[config.mk]
export PLATFORM = sky130hd
export DESIGN_NAME = write_buffer
export DESIGN_NICKNAME = d
export VERILOG_FILES = /design/src/rtl/write_buffer.sv
export SDC_FILE = /design/constraint.sdc
export NUM_CORES = 1
export LEC_CHECK = 0
export BUFFER_PORTS_ARGS = -buffer_cell sky130_fd_sc_hd__buf_2
export CAP_MARGIN = 20
export CORE_UTILIZATION = 61
export DETAILED_ROUTE_END_ITERATION = 6
export MAX_ROUTING_LAYER = met4
export PLACE_DENSITY = 0.95
export SLEW_MARGIN = 20
export SYNTH_ARGS = -nofsm -noshare
export SYNTH_HDL_FRONTEND = slang
export SYNTH_SLANG_ARGS = --single-unit
[constraint.sdc]
create_clock -name clk -period 8.1 [get_ports clk]
set_input_delay 0.405 -clock clk [delete_from_list [all_inputs] [get_ports clk]]
set_output_delay 0.405 -clock clk [all_outputs]
set_load 0.03 [all_outputs]
[src/rtl/write_buffer.sv]
// ---------------------------------------------------------------------------
// write_buffer
//
// Posted-write FIFO sitting between the data cache and the RAM port.
// Write-through stores are queued and acknowledged immediately. Queued stores
// drain to RAM in enqueue order on every cycle the cache is not reading. A read
// that hits a pending store (same word address) stalls until every matching
// store has drained, so memory is always seen in program order.
//
// Ports
//   clk, rst          clock, asynchronous active-high reset
//   cache_ce_i        request valid from the cache
//   cache_we_i        1 = store (enqueue), 0 = load
//   cache_addr_i      byte address (bits [1:0] ignored for matching)
//   cache_sel_i       byte enables
//   cache_data_i      store data
//   cache_data_o      load data returned to the cache
//   stallreq          request not completed this cycle, hold inputs
//   ram_ce_o/we_o     RAM chip enable / write enable
//   ram_addr_o        RAM address
//   ram_sel_o         RAM byte enables
//   ram_data_o        RAM write data
//   ram_data_i        RAM read data (combinational during a read)
//   buf_empty_o       queue holds no pending stores
// ---------------------------------------------------------------------------
module write_buffer #(
    parameter int DEPTH = 4
) (
    input  logic        clk,
    input  logic        rst,
    input  logic        cache_ce_i,
    input  logic        cache_we_i,
    input  logic [31:0] cache_addr_i,
    input  logic [3:0]  cache_sel_i,
    input  logic [31:0] cache_data_i,
    output logic [31:0] cache_data_o,
    output logic        stallreq,
    output logic        ram_ce_o,
    output logic        ram_we_o,
    output logic [31:0] ram_addr_o,
    output logic [3:0]  ram_sel_o,
    output logic [31:0] ram_data_o,
    input  logic [31:0] ram_data_i,
    output logic        buf_empty_o
);

    localparam int AW = $clog2(DEPTH);
    localparam logic [AW:0] FULL_COUNT = (AW + 1)'(DEPTH);

    // Entry storage; contents are only meaningful while count-bounded.
    logic [31:0] addr_mem [DEPTH];
    logic [3:0]  sel_mem  [DEPTH];
    logic [31:0] data_mem [DEPTH];

    logic [AW-1:0] head_q, head_d;
    logic [AW-1:0] tail_q, tail_d;
    logic [AW:0]   count_q, count_d;

    logic             is_read;
    logic             is_write;
    logic [DEPTH-1:0] hit;
    logic             match;
    logic             read_free;
    logic             deq;
    logic             enq;

    assign is_read  = cache_ce_i & ~cache_we_i;
    assign is_write = cache_ce_i & cache_we_i;

    // An entry is live when its distance from head (mod DEPTH) is below count.
    genvar gi;
    generate
        for (gi = 0; gi < DEPTH; gi++) begin : g_match
            localparam logic [AW-1:0] IDX = AW'(gi);
            logic [AW-1:0] offset;
            assign offset  = IDX - head_q;
            assign hit[gi] = ({1'b0, offset} < count_q)
                           && (addr_mem[gi][31:2] == cache_addr_i[31:2]);
        end
    endgenerate

    assign match     = |hit;
    // An unmatched read owns the RAM port this cycle; otherwise the queue drains.
    assign read_free = is_read & ~match;
    assign deq       = ~read_free & (count_q != '0);
    // A full queue still accepts a store when its head leaves in the same cycle.
    assign enq       = is_write & ((count_q < FULL_COUNT) | deq);

    assign stallreq     = (is_read & match) | (is_write & ~enq);
    assign cache_data_o = read_free ? ram_data_i : 32'h0;
    assign buf_empty_o  = (count_q == '0);

    always_comb begin
        ram_ce_o   = 1'b0;
        ram_we_o   = 1'b0;
        ram_addr_o = 32'h0;
        ram_sel_o  = 4'h0;
        ram_data_o = 32'h0;
        if (read_free) begin
            ram_ce_o   = 1'b1;
            ram_addr_o = cache_addr_i;
            ram_sel_o  = cache_sel_i;
        end else if (deq) begin
            ram_ce_o   = 1'b1;
            ram_we_o   = 1'b1;
            ram_addr_o = addr_mem[head_q];
            ram_sel_o  = sel_mem[head_q];
            ram_data_o = data_mem[head_q];
        end
    end

    always_comb begin
        head_d  = head_q;
        tail_d  = tail_q;
        count_d = count_q;
        if (deq) begin
            head_d = head_q + AW'(1);
        end
        if (enq) begin
            tail_d = tail_q + AW'(1);
        end
        case ({enq, deq})
            2'b10:   count_d = count_q + (AW + 1)'(1);
            2'b01:   count_d = count_q - (AW + 1)'(1);
            default: count_d = count_q;
        endcase
    end

    always_ff @(posedge clk or posedge rst) begin
        if (rst) begin
            head_q  <= '0;
            tail_q  <= '0;
            count_q <= '0;
        end else begin
            head_q  <= head_d;
            tail_q  <= tail_d;
            count_q <= count_d;
        end
    end

    // Storage needs no reset: a cleared count makes every entry dead.
    always_ff @(posedge clk) begin
        if (enq) begin
            addr_mem[tail_q] <= cache_addr_i;
            sel_mem[tail_q]  <= cache_sel_i;
            data_mem[tail_q] <= cache_data_i;
        end
    end

endmodule
==> reports/results.ini, run 1 <==
[finish]
final_core_util=0.717
fillerInstances=1267
fin_nets=1056
post_layout_nonfiller_instances=1237
post_route_cells_drive_above_1_share=0.386
layout-area-overhead-vs-synth_pct=15.1
area_taken_by_multi_input_logic_gates_um2=4400
sequential_cell_area_um2=8350

[worst_setup_path]
worstReg2RegStart=head_q[0]$_DFFE_PP0P_
crit_path_end_kind=output port
cpMaxStageDelayCell=dfrtp_4
critical_path.startpoint_type=register
cp_slowest_stage_delay_ns=0.97
cp.arrival_ns=4.26
critical_path.cell_chain=inv_1 -> a21oi_1 -> a2111oi_2 -> nor4_4 -> buf_4 -> and2_2 -> buf_4 -> mux2_2 -> buf_2
cpMostUsedCell=buf_4
crit_fanout=40
worstSetupPathType=reg2out
critPathRequiredTime_ns=7.70
r2r_slack_ns=4.01
end_of_the_worst_register_to_register_path=count_q[1]$_DFFE_PP0P_
worst_setup_path_startpoint=head_q[0]$_DFFE_PP0P_
critical_path.endpoint=ram_addr_o[0]
worstRegToRegCells=13

[drt]
ant_nets=0
routedLengthMet1_mm=11.2
detail_route.wl_per_cell_um=23.5
route.vias.total=7419
drt-total-wl_mm=29.1
wl_met3_mm=2.52
met2WireLength_mm=14.6
detailedRoute.firstPassIterationCount=5
route.detailed.drc=0
drtIter0Drc=569
via_per_inst=6.00
routed.top_layer=met4

[pwr]
p_leak_nw=5.63
power.ir.vdd_worst_uv=212
switching_power_w=0.00171
power_report.internal_total_w=0.00324
sw_frac_of_total=0.345
pwr-share-clk=0.239
seqPwrFrac=0.385
power.density_cell_area_nw_per_um2=328
combinationalPowerShare=0.376

[timing]
final.setup.tns_ns=0
fmax_ghz=0.214
report.final.setup_viol=0
slew-limit-headroom=0.259
period_share=0.576
grt_setup_unrepaired=no
report.final.hold_viol_count=0
finalCriticalPeriod_ns=4.67
final.setup_skew_ns=0.0169
worst_pin_slew_ns=1.11
final-max-slew-violation-count=0

[synth]
syn_avg_cell_area_um2=17.2
syn_inst=760
synth_sequential_area_ratio=0.637
synth.cells.most_frequent=272 x edfxtp_1, 113 x xor2_1, 68 x mux4_2
yosys_warnings=0
share_of_synthesized_flip_flops_with_an_asynchronous_set_or_reset=0.0251
syn-cell-area_um2=13100
synth.area.top_cells=edfxtp_1 62%, mux4_2 12%, xor2_1 7.6%
synth_area_leader_cell=edfxtp_1
synth_enable_flop_cells=272
synth.distinct_cells=31
synth_top_flop_cell=edfxtp_1
synth_largest_type_area_fraction=0.624
synthMostInstantiatedCell=edfxtp_1
yosys_register_bits=279
postSynthNetCount=874

[clock_network]
numCtsBuffers=28
ctsRootBufferMaster=clkbuf_16
clock_insertion_delay_worst_skew_ns=0.54
worst_setup_hold_path_clk_slew_ns=0.06
cts_tree=done
ctsHtreeMaxLevel=1
cts_hold_repair.buffers=1
cts.sink_count=279
cts_max_path_buffers=3
post_cts_buffers=0
post_cts_resized=0

[placed_design]
place_inst=1186
post-dp-hpwl_mm=18.4
port_buffers=207
globalplace.congestion=0.897

[floorplan]
io_pins=208
die_ar_um2=22100
core.rowCount=53
horizontal_die_dimension_um=149
core-area_um2=21000
fp.dieH_um=149
floorplan.initialDensity=0.623

[min_path]
whs_path_depth=1
hold_path.class=in2reg

[global_route]
grt_first_pass_wirelength_mm=42.9
grt_max_degree=69
antenna_found_initial=2
grt_pass1_vias=7399
global_route.overflow_total=0
grt_total_usage=0.273

[run_status]
run_status=finished, final reports clean

[run]
cap_violations=0

-- registers in the layout, indices dropped and copies added, names as in the netlist --
signal,count
addr_mem,128
count_q,3
data_mem,128
head_q,2
sel_mem,16
tail_q,2
-- cells by family after synthesis --
logic type,count (synthesis),synth area share
multiplexers,106,0.158
adder cells (fa/ha/maj),10,0.0101
AO/OA/AOI/OAI,10,0.00678
buffers and inverters,72,0.0289
XOR/XNOR,127,0.0849
AND/OR/NAND/NOR,156,0.0743
flip-flops,279,0.637
-- critical path, delay by kind of cell, from the launching register on --
family	cells	cell delay, ns
AOI/OAI and AO/OA	2	0.53
buffers and inverters	4	1.22
DFF	1	0.97
muxes	1	0.40
and+or+nand+nor	2	0.56
-- placed cells by master, fill, tap and decap left out, types with 2 or more instances in the layout --
cell | netlist | routed
nand4_1 | 6 | 6
nand2b_1 | 2 | 2
nor3_1 | 7 | 6
clkinv_2 | 0 | 4
nor4_1 | 23 | 23
nor2b_1 | 38 | 37
and2_1 | 33 | 32
dfrtp_1 | 7 | 5
ha_1 | 9 | 9
inv_1 | 8 | 8
mux2_2 | 9 | 9
nand2_1 | 2 | 2
diode_2 | 0 | 2
a21oi_1 | 6 | 6
buf_2 | 27 | 207
clkbuf_16 | 0 | 29
xnor2_1 | 14 | 14
and3_4 | 0 | 4
mux4_2 | 68 | 68
clkbuf_1 | 23 | 4
edfxtp_1 | 272 | 272
nand3_1 | 6 | 6
mux2_4 | 29 | 29
xor2_1 | 113 | 113
clkinv_1 | 0 | 8
buf_4 | 0 | 8
clkinvlp_4 | 0 | 2
and3_1 | 36 | 32
-- area by class of cell --
cell class / instances / area share
flip-flops and latches: 279 / 0.554
multi-input cells: 409 / 0.292
repair buffers: 216 / 0.0734
clock buffers: 33 / 0.0491
well taps: 275 / 0.0228
clock inverters: 15 / 0.00631
inverters: 8 / 0.00199
diodes: 2 / 0.000332
-- per-layer routing --
metal / track usage / vias up
met3: 0.0518 / 51
met5: - / -
met1: 0.353 / 3738
met4: 0.0758 / 0
met2: 0.446 / 376
li1: - / 3254
-- power by group through the flow --
stage	sequential, W	clock, W	combinational [W]
global route	0.00192	0.00125	0.00198
CTS	0.00191	0.00120	0.00188
floorplan	0.00184	0	0.00147
finish	0.00190	0.00118	0.00186
detailed placement	0.00193	0	0.00187
global placement	0.00192	0	0.00184
-- worst min path at each step --
stage	start	endpoint	slack [ns]
after floorplan	rst	count_q[0]$_DFFE_PP0P_	0.21
after global placement	rst	tail_q[0]$_DFFE_PP0N_	0.36
after detailed placement	rst	tail_q[1]$_DFFE_PP0N_	0.37
after CTS	cache_data_i[4]	data_mem[2][4]$_DFFE_PP_	0.07
after global routing	cache_data_i[4]	data_mem[1][4]$_DFFE_PP_	0.07
final	cache_data_i[4]	data_mem[2][4]$_DFFE_PP_	0.08
-- stage by stage --
stage	cell area [µm²]	setup WS, ns	power, W	hold slack (ns)
after global routing	15100	3.16	0.00515	0.0722
after floorplan	13100	4.09	0.00332	0.208
after detailed placement	14200	3.93	0.00380	0.371
after global placement	14200	4.06	0.00376	0.363
final	15100	3.43	0.00495	0.0784
after CTS	15100	3.37	0.00498	0.0705
(Power assumes the default switching activity.)
==> run 2: changes to the inputs <==
--- a/config.mk
+++ b/config.mk
@@ -7,10 +7,10 @@
 export LEC_CHECK = 0
 export BUFFER_PORTS_ARGS = -buffer_cell sky130_fd_sc_hd__buf_2
 export CAP_MARGIN = 20
-export CORE_UTILIZATION = 61
+export CORE_UTILIZATION = 51
 export DETAILED_ROUTE_END_ITERATION = 6
 export MAX_ROUTING_LAYER = met4
-export PLACE_DENSITY = 0.95
+export PLACE_DENSITY = 0.88
 export SLEW_MARGIN = 20
 export SYNTH_ARGS = -nofsm -noshare
 export SYNTH_HDL_FRONTEND = slang
==> constraint.sdc (replaced) <==
create_clock -name clk -period 4.2 [get_ports clk]
set_input_delay 0.21 -clock clk [delete_from_list [all_inputs] [get_ports clk]]
set_output_delay 0.21 -clock clk [all_outputs]
set_load 0.03 [all_outputs]
==> run 2 against run 1 <==
Net effect:
- cell area up 3.8%
- critical path depth up 3
- cell count up 8.2%
- sequential power up 88%
- largest cell class unchanged
- clock-buffer cell count up 2
- first-iteration DRC count up 8.8%
- non-clock buffer count up 44
- register-to-register slack worse by 3.2 ns
- via count up 1.6%
- hold slack worse by 0.060 ns
- highest routed layer unchanged
- largest power group is now combinational logic
- setup slack worse by 3.1 ns
- sequential share of layout area down 2.0 points
==> reports/results.ini, run 2 (synthesis gave the netlist of run 1 again) <==
[pwr]
p_leak_nw=5.85  ; +3.9%
power_report.internal_total_w=0.00636  ; +96%
combinationalPowerShare=0.387  ; +0.011
pwr-share-clk=0.245  ; +0.006
sw_frac_of_total=0.343  ; -0.00156
power.ir.vdd_worst_uv=494  ; +130%
switching_power_w=0.00332  ; +95%
power.density_cell_area_nw_per_um2=619  ; +88%
power_after_layout_w=0.00968  ; +96%
seqPwrFrac=0.369  ; -0.016

[timing]
finalCriticalPeriod_ns=3.89
final.setup.tns_ns=0  ; unchanged
fmax_ghz=0.257
period_share=0.927
report.final.hold_viol_count=0  ; unchanged
slew-limit-headroom=0.269  ; +0.0107
report.final.setup_viol=0  ; unchanged
final-max-slew-violation-count=0  ; unchanged
grt_setup_unrepaired=no
final.setup_skew_ns=0.0161  ; -0.000819 ns
worst_pin_slew_ns=1.10  ; -0.0161 ns

[global_route]
grt_total_usage=0.227  ; -0.0457
grt_max_degree=69  ; unchanged
grt_pass1_vias=7666  ; +3.6%
global_route.overflow_total=0  ; unchanged
antenna_found_initial=4  ; +2
grt_first_pass_wirelength_mm=43.7  ; +1.8%

[finish]
final_cell_mix=272 x edfxtp_1, 207 x buf_2, 113 x xor2_1, 68 x mux4_2, 41 x dlygate4sd3_1
final_core_util=0.621  ; -0.0956
fillerInstances=1763  ; +39%
reg.largest.list=addr_mem (128), data_mem (128), sel_mem (16)
layout-area-overhead-vs-synth_pct=19.5
post_route_cells_drive_above_1_share=0.374  ; -0.0123
fin_nets=1100  ; +4.2%
most_common_library_cell_in_the_layout_ignoring_fill_and_taps=edfxtp_1

[worst_setup_path]
critical_path.startpoint_type=register
crit_path_end_kind=output port
critPathRequiredTime_ns=3.99  ; -3.71 ns
worstSetupPathType=reg2out
cp.arrival_ns=3.68  ; -0.58 ns
crit_fanout=35  ; -13%
r2r_slack_ns=0.81  ; -3.20 ns

[drt]
met2WireLength_mm=14.6  ; -0.51%
routed.top_layer=met4
drtIter0Drc=619  ; +8.8%
drt-total-wl_mm=29.3  ; +0.94%
wl_met3_mm=2.41  ; -4.7%
route.vias.total=7539  ; +1.6%
detail_route.wl_per_cell_um=21.9  ; -6.7%
route.detailed.drc=0  ; unchanged
routedLengthMet1_mm=11.7  ; +3.9%
detailedRoute.firstPassIterationCount=5  ; unchanged
via_per_inst=5.63  ; -6.1%
ant_nets=0  ; unchanged

[floorplan]
core.rowCount=58  ; +9.4%
horizontal_die_dimension_um=162  ; +9.2%
io_pins=208  ; unchanged
floorplan.initialDensity=0.520  ; -0.103
fp.dieH_um=162  ; +9.2%
core-area_um2=25200  ; +20%
die_ar_um2=26300  ; +19%

[run_status]
run_status=finished, final reports clean

[clock_network]
cts_max_path_buffers=3  ; unchanged
ctsHtreeMaxLevel=1  ; unchanged
worst_setup_hold_path_clk_slew_ns=0.06  ; about the same
ctsRootBufferMaster=clkbuf_16
clock_insertion_delay_worst_skew_ns=0.53  ; about the same
numCtsBuffers=28  ; unchanged
cts_tree=done
post_cts_resized=0  ; unchanged
cts.sink_count=279  ; unchanged

[run]
cap_violations=0  ; unchanged

[min_path]
hold_path.class=in2reg

[placed_design]
port_buffers=207  ; unchanged
post-dp-hpwl_mm=18.0  ; -2.5%
globalplace.congestion=0.900  ; +0.41%

[run 2: changes by cell type in the layout (fill, tap and decap cells not counted), moves of 2 or more]
cell / before / now
buf_12: 0 / 2
clkinv_1: 8 / 6
clkbuf_1: 4 / 6
dlygate4sd3_1: 1 / 41
diode_2: 2 / 4
[run 2: power by group through the flow]
stage	Sequential, W	Combinational [W]	Clock [W]
global route	0.00360	0.00400	0.00249
detailed placement	0.00363	0.00370	0
finish	0.00357	0.00374	0.00237
CTS	0.00357	0.00376	0.00240
floorplan	0.00355	0.00284	0
global placement	0.00361	0.00365	0
[run 2: path summary, 6_finish.rpt]
kind                                       start  cells after the start                         to
min in group asynchronous                    rst                      3      head_q[1]$_DFFE_PP0P_
min reg2reg                tail_q[0]$_DFFE_PP0N_                      1      tail_q[0]$_DFFE_PP0N_
max in group asynchronous                    rst                      3      head_q[0]$_DFFE_PP0P_
max reg2reg                head_q[1]$_DFFE_PP0P_                     12     count_q[1]$_DFFE_PP0P_
max                        head_q[1]$_DFFE_PP0P_                     12             ram_data_o[16]
min                             cache_addr_i[24]                      1  addr_mem[3][24]$_DFFE_PP_
[run 2: through the flow]
step                hold WS (ns)  worst slack, ns  std cells  cell area (µm²)
finish                    0.0181            0.308       1339            15700
global route              0.0219           0.0872       1339            15700
CTS                      0.00210            0.305       1333            15600
detailed placement         0.165            0.814       1243            14300
global placement           0.175            0.891       1243            14300
floorplan                 0.0134            0.185        760            13100
[run 2: layout make-up]
class,instances,area [µm²],share of cell area
inverters,8,30.0,0.00192
diodes,4,10.0,0.000640
repair buffers,260,1580,0.101
clock inverters,14,115,0.00736
multi-input cells,409,4400,0.281
clock buffers,35,748,0.0478
well taps,330,413,0.0264
flip-flops and latches,279,8350,0.533
[run 2: what timing repair did]
action / CTS / global route
hold buffers: 41 / 0
setup buffers: 0 / 0
hold endpoints to repair: 167 / 0
setup endpoints to repair: 0 / 0
[run 2: worst max-delay path, cell delays in order, from the launching register on]
cell       delay, ns
dfrtp_2         0.68
xor2_1          0.24
inv_1           0.07
ha_1            0.18
a21oi_1         0.14
nand3_1         0.10
a2111oi_2       0.45
nor4_4          0.08
buf_4           0.24
a21oi_2         0.18
buf_4           0.37
and2_1          0.20
buf_2           0.21
[run 2: metal layers]
metal  up-vias  GRT usage
li1       3353          -
met1      3779      0.290
met2       350      0.366
met3        57     0.0470
met4         0     0.0725
met5         -          -
==> run 3: changes to the inputs <==
--- a/config.mk
+++ b/config.mk
@@ -5,8 +5,10 @@
 export SDC_FILE = /design/constraint.sdc
 export NUM_CORES = 1
 export LEC_CHECK = 0
+export ABC_AREA = 1
 export BUFFER_PORTS_ARGS = -buffer_cell sky130_fd_sc_hd__buf_2
 export CAP_MARGIN = 20
+export CORE_MARGIN = 2
 export CORE_UTILIZATION = 51
 export DETAILED_ROUTE_END_ITERATION = 6
 export MAX_ROUTING_LAYER = met4
==> run 3 against run 2 <==
Net effect:
- power is 3.8% higher
- non-clock buffer count rose by 11
- synthesized cell count up 55%
- sequential cell count unchanged
- cell area is 1.2% higher
- clock-buffer cell count fell by 5
- hold slack got worse by 0.0071 ns
- cell count increased by 32%
==> reports/results.ini, run 3 <==
[floorplan]
die_ar_um2=26900  ; +2.2%
fp.dieH_um=164  ; +1.1%
io_pins=208  ; unchanged
floorplan.initialDensity=0.518  ; -0.00164
horizontal_die_dimension_um=164  ; +1.1%
core-area_um2=25200  ; unchanged
core.rowCount=58  ; unchanged

[timing]
final.setup.tns_ns=0  ; unchanged
fmax_ghz=0.264  ; +2.7%
period_share=0.902  ; -0.0246
grt_setup_unrepaired=no
report.final.hold_viol_count=0  ; unchanged
final-max-slew-violation-count=0  ; unchanged
worst_pin_slew_ns=0.920  ; -0.176 ns
whs_ns=0.0110  ; -0.00710 ns
finalCriticalPeriod_ns=3.79  ; -0.103 ns
slew-limit-headroom=0.386  ; +0.117
report.final.setup_viol=0  ; unchanged
postLayoutSetupSlackWorst_ns=0.411  ; +0.103 ns
final.setup_skew_ns=0.0163  ; +0.000199 ns

[synth]
synth_sequential_area_ratio=0.639  ; +0.00201
syn_inst=1178  ; +55%
synth_top_flop_cell=edfxtp_1
synth_area_leader_cell=edfxtp_1
yosys_warnings=0  ; unchanged
synth_largest_type_area_fraction=0.626  ; +0.00197
syn_avg_cell_area_um2=11.1  ; -36%
synth.area.top_cells=edfxtp_1 63%, nand2_1 6.8%, nand3_1 3.5%
share_of_synthesized_flip_flops_with_an_asynchronous_set_or_reset=0.0251  ; unchanged
yosys_register_bits=279  ; unchanged
postSynthNetCount=1292  ; +48%
synth.distinct_cells=37  ; +19%
syn-cell-area_um2=13100  ; -0.32%
synthMostInstantiatedCell=edfxtp_1
synth.cells.most_frequent=272 x edfxtp_1, 238 x nand2_1, 117 x inv_1, 117 x nor2_1, 91 x nand3_1
synth_enable_flop_cells=272  ; unchanged

[worst_setup_path]
worstSetupPathType=reg2out
critical_path.startpoint_type=register
cp.arrival_ns=3.58  ; -0.10 ns
crit_path_end_kind=output port
cp_slowest_stage_delay_ns=0.65  ; -0.03 ns
cpMaxStageDelayCell=buf_4
crit_fanout=71  ; +100%
cpMostUsedCell=nand2_1
critical_path_buf_inv_count=5  ; +1
critPathRequiredTime_ns=3.99  ; about the same
critical_path.cell_chain=nor2_4 -> inv_1 -> nand2_1 -> inv_1 -> ha_1 -> nand2_1 -> nand2_1 -> nand2_1 -> nand3_1 -> nor2_1 -> nand3_1 -> nand2_1 -> inv_1 -> nand3_4 -> buf_4 -> nand3_1 -> nand2_1 -> buf_2
dominant_delay_contributor_by_cell_family_on_the_critical_path=simple AND/OR/NAND/NOR gates

[clock_network]
ctsHtreeMaxLevel=1  ; unchanged
cts_tree=done
post_cts_buffers=0  ; unchanged
post_cts_resized=0  ; unchanged
clock_insertion_delay_worst_skew_ns=0.54  ; about the same
ctsRootBufferMaster=clkbuf_16
cts.sink_count=279  ; unchanged
cts_max_path_buffers=3  ; unchanged
worst_setup_hold_path_clk_slew_ns=0.06  ; about the same
numCtsBuffers=28  ; unchanged
cts_hold_repair.buffers=46  ; +12%

[global_route]
antenna_found_initial=2  ; -2
global_route.overflow_total=0  ; unchanged
grt_total_usage=0.258  ; +0.0305
grt_pass1_vias=9823  ; +28%
grt_max_degree=72  ; +4.3%
grt_first_pass_wirelength_mm=51.8  ; +19%

[finish]
fin_nets=1523  ; +38%
final_cell_mix=272 x edfxtp_1, 238 x nand2_1, 207 x buf_2, 117 x inv_1, 109 x nor2_1
area_taken_by_multi_input_logic_gates_um2=3940  ; -11%
post_layout_nonfiller_instances=1763  ; +32%
layout-area-overhead-vs-synth_pct=21.3
most_common_library_cell_in_the_layout_ignoring_fill_and_taps=edfxtp_1
fillerInstances=1826  ; +3.6%
reg.largest.list=addr_mem (128), data_mem (128), sel_mem (16)
post_route_cells_drive_above_1_share=0.214  ; -0.160
sequential_cell_area_um2=8340  ; about the same

[pwr]
p_leak_nw=6.54  ; +12%
power.ir.vdd_worst_uv=572  ; +16%
power.density_cell_area_nw_per_um2=634  ; +2.5%
power_after_layout_w=0.0101  ; +3.8%

[drt]
route.vias.total=9944  ; +32%
via_per_inst=5.64  ; +0.18%
drt-total-wl_mm=34.1  ; +16%
detail_route.wl_per_cell_um=19.3  ; -12%
ant_nets=0  ; unchanged
drtIter0Drc=1025  ; +66%
detailedRoute.firstPassIterationCount=7  ; +2
route.detailed.drc=0  ; unchanged

[placed_design]
globalplace.congestion=0.848  ; -5.8%
place_inst=1663  ; +34%
pre_cts_slack_ns=1.07  ; +0.258 ns
post-dp-hpwl_mm=20.8  ; +16%
port_buffers=207  ; unchanged

[run_status]
run_status=finished, final reports clean

[run]
cap_violations=0  ; unchanged

[min_path]
hold_path.class=in2reg

==> run 3: cell types whose count changed in the layout (fill, tap and decap cells not counted), sizes merged, moves of 36 or more <==
cell and change:
nand2 +237, nor2 +127, inv +121, xor2 -95, nand3 +86, mux4 -68
a22oi +39, mux2 -38, nor2b -38, xnor2 +37, and3 -36
==> run 3: stage by stage <==
step	util	area (µm²)
CTS	0.629	15800
global route	0.629	15800
detailed placement	0.571	14400
finish	0.629	15800
floorplan	-	13100
global placement	0.571	14400
==> run 3: worst reg2reg max path, stage by stage, from the launching register on <==
cell and delay (ns):
dfrtp_1 0.50, nor2_4 0.15, inv_1 0.07, nand2_1 0.08
inv_1 0.06, ha_1 0.27, nand2_1 0.05, nand2_1 0.05
nand2_1 0.05, nand3_1 0.08, nor2_1 0.04, nand3_1 0.08
nand2_1 0.10, inv_1 0.11, nand3_4 0.08, nand2_4 0.08
inv_2 0.04, ha_1 0.23, fa_1 0.40, a21oi_1 0.14
o21ai_0 0.11, xor2_1 0.15
==> run 3: worst paths after layout <==
| check | cells past startpoint | slack (ns) | start | to |
|---|---|---|---|---|
| worst max-delay path | 18 | 0.41 | head_q[0]$_DFFE_PP0P_ | ram_addr_o[2] |
| worst min-delay path | 1 | 0.01 | cache_addr_i[14] | addr_mem[1][14]$_DFFE_PP_ |
| worst max register to register | 21 | 1.15 | head_q[0]$_DFFE_PP0P_ | count_q[2]$_DFFE_PP0P_ |
| worst min register to register | 2 | 0.61 | tail_q[1]$_DFFE_PP0N_ | tail_q[1]$_DFFE_PP0N_ |
| max in group asynchronous | 3 | 3.82 | rst | count_q[2]$_DFFE_PP0P_ |
| min in group asynchronous | 3 | 0.17 | rst | head_q[1]$_DFFE_PP0P_ |
==> run 3: layer usage <==
layer  part of all wire  track usage
met1               0.38        0.329
met2               0.49        0.420
met3              0.095       0.0424
met4              0.032       0.0945
met5                  0            -
==> run 3: cell type report <==
| type | count | share of cell area |
|---|---|---|
| well taps | 330 | 0.0261 |
| inverters | 130 | 0.0308 |
| multi-input cells | 699 | 0.248 |
| diodes | 2 | 0.000316 |
| repair buffers | 271 | 0.105 |
| clock buffers | 30 | 0.0460 |
| flip-flops and latches | 279 | 0.527 |
| clock inverters | 22 | 0.0171 |
==> run 3: cells by family (layout without fill, tap and decap cells) <==
logic type	count (synthesis)	in the layout	share of synthesized area
DFF	279	279	0.639
other	0	2	0
adders and majority gates	10	10	0.0102
xor gates and xnor gates	69	69	0.0463
and+or+nand+nor	472	472	0.151
AOI/OAI and AO/OA	148	148	0.0896
buffers and inverters	200	453	0.0637
==> run 3: where the power goes <==
part           internal [W]  switching (W)
clock network       0.00163        0.00104
registers           0.00338       0.000137
logic               0.00119        0.00268
total               0.00619        0.00386
